## config.mk

```make
export PLATFORM = sky130hd
export DESIGN_NAME = dual_debounce
export DESIGN_NICKNAME = d
export VERILOG_FILES = /design/src/rtl/dual_debounce_pkg.sv /design/src/rtl/debounce_ch.sv /design/src/rtl/dual_debounce.sv
export SDC_FILE = /design/constraint.sdc
export NUM_CORES = 1
export LEC_CHECK = 0
export ABC_AREA = 1
export CAP_MARGIN = 20
export CORE_AREA = 4 4 41 43
export CTS_CLUSTER_DIAMETER = 100
export DETAILED_ROUTE_END_ITERATION = 12
export DIE_AREA = 0 0 45 47
export DONT_BUFFER_PORTS = 1
export PLACE_DENSITY = 0.71
export SETUP_SLACK_MARGIN = 0.3
export SYNTH_ARGS = -nofsm -noshare
export SYNTH_HDL_FRONTEND = slang
export SYNTH_HIERARCHICAL = 1
export SYNTH_SLANG_ARGS = --single-unit
```

## constraint.sdc

```tcl
create_clock -name clk -period 1.22 [get_ports clk]
set_clock_uncertainty 0.05 [all_clocks]
set_input_delay 0.061 -clock clk [delete_from_list [all_inputs] [get_ports clk]]
set_output_delay 0.061 -clock clk [all_outputs]
set_load 0.01 [all_outputs]
```

## src/rtl/dual_debounce_pkg.sv

```systemverilog
// dual_debounce shared types: debounce FSM encoding and defaults.
// Edge-pulse outputs are enabled by defining DUAL_DEBOUNCE_EDGE_EN.
package dual_debounce_pkg;

  localparam int DEBOUNCE_CYCLES_DEF = 4;

  typedef enum logic [1:0] {
    ST_LOW    = 2'd0,
    WAIT_HIGH = 2'd1,
    ST_HIGH   = 2'd2,
    WAIT_LOW  = 2'd3
  } db_state_e;

endpackage

```

## src/rtl/debounce_ch.sv

```systemverilog
// One debounce channel: 2-flop synchronizer, qualify FSM, counter.
// Rise/fall pulses exist only when DUAL_DEBOUNCE_EDGE_EN is defined.
module debounce_ch
  import dual_debounce_pkg::*;
#(
  parameter int DEBOUNCE_CYCLES = DEBOUNCE_CYCLES_DEF,
  parameter int CNT_W = $clog2(DEBOUNCE_CYCLES + 1)
) (
  input  logic clk,
  input  logic rst_n,
  input  logic raw,
  output logic out,
  output logic busy
`ifdef DUAL_DEBOUNCE_EDGE_EN
  ,
  output logic rise,
  output logic fall
`endif
);

  localparam logic [CNT_W-1:0] LIMIT = CNT_W'(DEBOUNCE_CYCLES);
  localparam logic [CNT_W-1:0] ONE   = CNT_W'(1);
  localparam logic [CNT_W-1:0] ZERO  = '0;

  logic [1:0] sync_q;
  logic       s_q;
  db_state_e  state_q, state_d;
  logic [CNT_W-1:0] cnt_q, cnt_d;

  assign s_q = sync_q[1];

  always_ff @(posedge clk or negedge rst_n) begin
    if (!rst_n) begin
      sync_q  <= 2'b00;
      state_q <= ST_LOW;
      cnt_q   <= ZERO;
    end else begin
      sync_q  <= {sync_q[0], raw};
      state_q <= state_d;
      cnt_q   <= cnt_d;
    end
  end

  always_comb begin
    state_d = state_q;
    cnt_d   = cnt_q;
    unique case (state_q)
      ST_LOW: begin
        if (s_q) begin
          state_d = WAIT_HIGH;
          cnt_d   = ONE;
        end
      end
      WAIT_HIGH: begin
        if (!s_q) begin
          state_d = ST_LOW;
          cnt_d   = ZERO;
        end else if (cnt_q == LIMIT) begin
          state_d = ST_HIGH;
          cnt_d   = ZERO;
        end else begin
          cnt_d = cnt_q + ONE;
        end
      end
      ST_HIGH: begin
        if (!s_q) begin
          state_d = WAIT_LOW;
          cnt_d   = ONE;
        end
      end
      WAIT_LOW: begin
        if (s_q) begin
          state_d = ST_HIGH;
          cnt_d   = ZERO;
        end else if (cnt_q == LIMIT) begin
          state_d = ST_LOW;
          cnt_d   = ZERO;
        end else begin
          cnt_d = cnt_q + ONE;
        end
      end
      default: begin
        state_d = ST_LOW;
        cnt_d   = ZERO;
      end
    endcase
  end

  // Encoding puts level in bit 1 and "qualifying" in bit 0.
  assign out  = state_q[1];
  assign busy = state_q[0];

`ifdef DUAL_DEBOUNCE_EDGE_EN
  always_ff @(posedge clk or negedge rst_n) begin
    if (!rst_n) begin
      rise <= 1'b0;
      fall <= 1'b0;
    end else begin
      rise <= (state_q == WAIT_HIGH) && (state_d == ST_HIGH);
      fall <= (state_q == WAIT_LOW) && (state_d == ST_LOW);
    end
  end
`endif

endmodule

```

## src/rtl/dual_debounce.sv

```systemverilog
// Two independent debounce channels feeding and_gate a/b.
// Define DUAL_DEBOUNCE_EDGE_EN to add a/b rise and fall pulses.
module dual_debounce
  import dual_debounce_pkg::*;
#(
  parameter int DEBOUNCE_CYCLES = DEBOUNCE_CYCLES_DEF,
  parameter int CNT_W = $clog2(DEBOUNCE_CYCLES + 1)
) (
  input  logic clk,
  input  logic rst_n,
  input  logic a_raw,
  input  logic b_raw,
  output logic a,
  output logic b,
  output logic a_busy,
  output logic b_busy
`ifdef DUAL_DEBOUNCE_EDGE_EN
  ,
  output logic a_rise,
  output logic a_fall,
  output logic b_rise,
  output logic b_fall
`endif
);

  debounce_ch #(
    .DEBOUNCE_CYCLES(DEBOUNCE_CYCLES),
    .CNT_W(CNT_W)
  ) u_ch_a (
    .clk(clk),
    .rst_n(rst_n),
    .raw(a_raw),
    .out(a),
    .busy(a_busy)
`ifdef DUAL_DEBOUNCE_EDGE_EN
    ,
    .rise(a_rise),
    .fall(a_fall)
`endif
  );

  debounce_ch #(
    .DEBOUNCE_CYCLES(DEBOUNCE_CYCLES),
    .CNT_W(CNT_W)
  ) u_ch_b (
    .clk(clk),
    .rst_n(rst_n),
    .raw(b_raw),
    .out(b),
    .busy(b_busy)
`ifdef DUAL_DEBOUNCE_EDGE_EN
    ,
    .rise(b_rise),
    .fall(b_fall)
`endif
  );

endmodule
```

==> reports/metrics.cfg <==
[yosys]
synthMostInstantiatedCell=nand2_1
synth_commonest_cells=18 x nand2_1, 14 x dfrtp_1, 14 x inv_1
syn_inst=76
yosys_warnings=6
synth_top_area_cell=dfrtp_1
syn_avg_cell_area_um2=8.73
synth_edf_count=0
synthFlopType=dfrtp_1
ys_types=13
synth.area.top_cells=dfrtp_1 53%, nand2_1 10%, inv_1 7.9%
yosys.area.top_type_share_pct=52.8
synth_nets=84
yosysSeqAreaShare_pct=52.8
synth_area_um2=663
synth_seq_cells=14
synth-async-reset-ratio_pct=100

[clock_network]
clock_sinks=14
cts.clk_slew.worst_paths_ns=0.08
clock_latency_ns=0.27
cts-buffers-inserted=3
tritoncts=done
clk_path_buf_depth=2
clockRootBuffer=clkbuf_4
cts_max_level=1

[cells_and_area]
multiInputGateArea_um2=298
syn_to_final_growth_pct=22.3
regArea_um2=353
fillers=101
postLayoutCoreUtil_pct=62.3
drive_gt1_share_pct=31.8
antenna_cells=0
final_nets=94

[global_route]
grt_pass1_wl_mm=2.07
antenna_found_initial=0
grt_max_degree=15
grt_pass1_vias=479
grt_overflow=0
globalRouteTotalUtil_pct=14.3

[drt]
vias=476
routedWlPerCell_um=11.7
drt_iter0_markers=5
detail-route-antenna-nets=0
drc=0
routed_wl_mm=1.17
dr.pass1.iters=4
via_per_inst=4.76

[worst_setup_path]
r2r_slack_ns=0.17
start_kind=register
path_max_fanout=4
r2r_cells=5
critPathKind=register to register
cp.required_ns=1.34
crit_path_end_kind=register
critPathArrivalTime_ns=1.17

[floorplanning]
die_h_um=47
core_area_um2=1300
dieArea_um2=2120
io_pins=8
initial_core_util_pct=51.0
rows=13
die_w_um=45

[sta]
fin_tns_setup_ns=0
period_minus_slack_ns=1.05
slew_headroom_pct=59.3
finalHoldViolations=0
min_period_over_period_pct=86.5
max_clock_freq_ghz=0.948
slew_violations=0
worst_slew_pin_slew_ns=0.609
setup_ws_ns=0.165
rsz0062_at_grt=yes
setup_viol=0

[hold_path]
hold_path.class=input pin to asynchronous set/reset pin

[power]
power_mw=1.68
powerDensity_nw_per_um2=2070
ir_worst_vdd_mv=1.10
leakagePower_nw=0.395

[placement]
numPortBuffers=0
place_hpwl_um=792
gp_congestion=0.740
post-place-ws_ns=0.175

[flow_run]
maxCapViolCount=0

[outcome]
outcome=completed

-- logic make-up after synthesis --
kind of cell,count (synthesis),share of synthesized area (%)
and+or+nand+nor,34,24.1
buffers and inverters,16,9.06
DFF,14,52.8
AOI/OAI and AO/OA,8,6.41
adders and majority gates,4,7.55
-- per-stage QoR --
step / instance area, um^2 / hold slack, ns / instances
after floorplan: 688 / -0.285 / 76
after detailed placement: 707 / -0.284 / 91
after global placement: 707 / -0.284 / 91
after global routing: 811 / 0.212 / 100
after CTS: 803 / 0.196 / 99
final: 811 / 0.183 / 100
-- metal layers --
metal | global-route usage [%] | part of all wire (%)
met1 | 17.0 | 47
met2 | 24.9 | 49
met3 | 2.68 | 3.4
met4 | 7.02 | 1.0
met5 | 0 | 0
-- timing repair --
item,CTS,global route
setup endpoints to repair,10,10
hold buffers,3,0
pin swaps,4,1
setup buffers,1,1
gates resized for setup,8,0
endpoints found under the hold margin,16,0
-- power by group --
group | leakage [nW] | internal [mW] | switching [mW]
sequential | 0.170 | 0.581 | 0.152
clock | 0.0210 | 0.181 | 0.145
combinational | 0.204 | 0.288 | 0.332
total | 0.395 | 1.05 | 0.629
-- cells in the final DEF, fill, tap and decap left out --
cell           instances
nand3_1                5
nand2_4                2
a31oi_1                2
nand2_2                4
ha_1                   2
nor2_2                 4
buf_4                  2
dfrtp_1               12
a21oi_1                2
o21ai_1                3
ha_4                   2
nand2_1               16
nand3_2                1
nand4_1                2
o21ai_0                1
dfrtp_2                2
clkbuf_4               3
dlygate4sd3_1          3
inv_1                 10
inv_2                  6
clkbuf_8               1
-- path summary, 6_finish.rpt --
path / start / to
hold / removal: rst_n / u_ch_a/sync_q[0]
hold reg to reg: u_ch_b/sync_q[0] / u_ch_b/sync_q[1]
min in group clk: b_raw / u_ch_b/sync_q[0]
max in group asynchronous: rst_n / asynchronous set/reset pin
setup reg to reg: u_ch_b/cnt_q[0] / u_ch_b/cnt_q[0]
setup / recovery: u_ch_b/cnt_q[0] / u_ch_b/cnt_q[0]
-- worst max-delay path, stage by stage (launching register included) --
cell and delay, ns:
dfrtp_1 0.41, inv_2 0.09, ha_4 0.14, a21oi_1 0.06
o21ai_1 0.15, inv_1 0.05
-- cell type report --
| type | instances | share of cell area, % |
|---|---|---|
| repair buffers | 5 | 5.56 |
| flip-flops and latches | 14 | 43.5 |
| clock buffers | 4 | 4.48 |
| well taps | 15 | 2.31 |
| inverters | 16 | 7.41 |
| multi-input cells | 46 | 36.7 |
No activity file was read; power rests on OpenSTA's default activity.
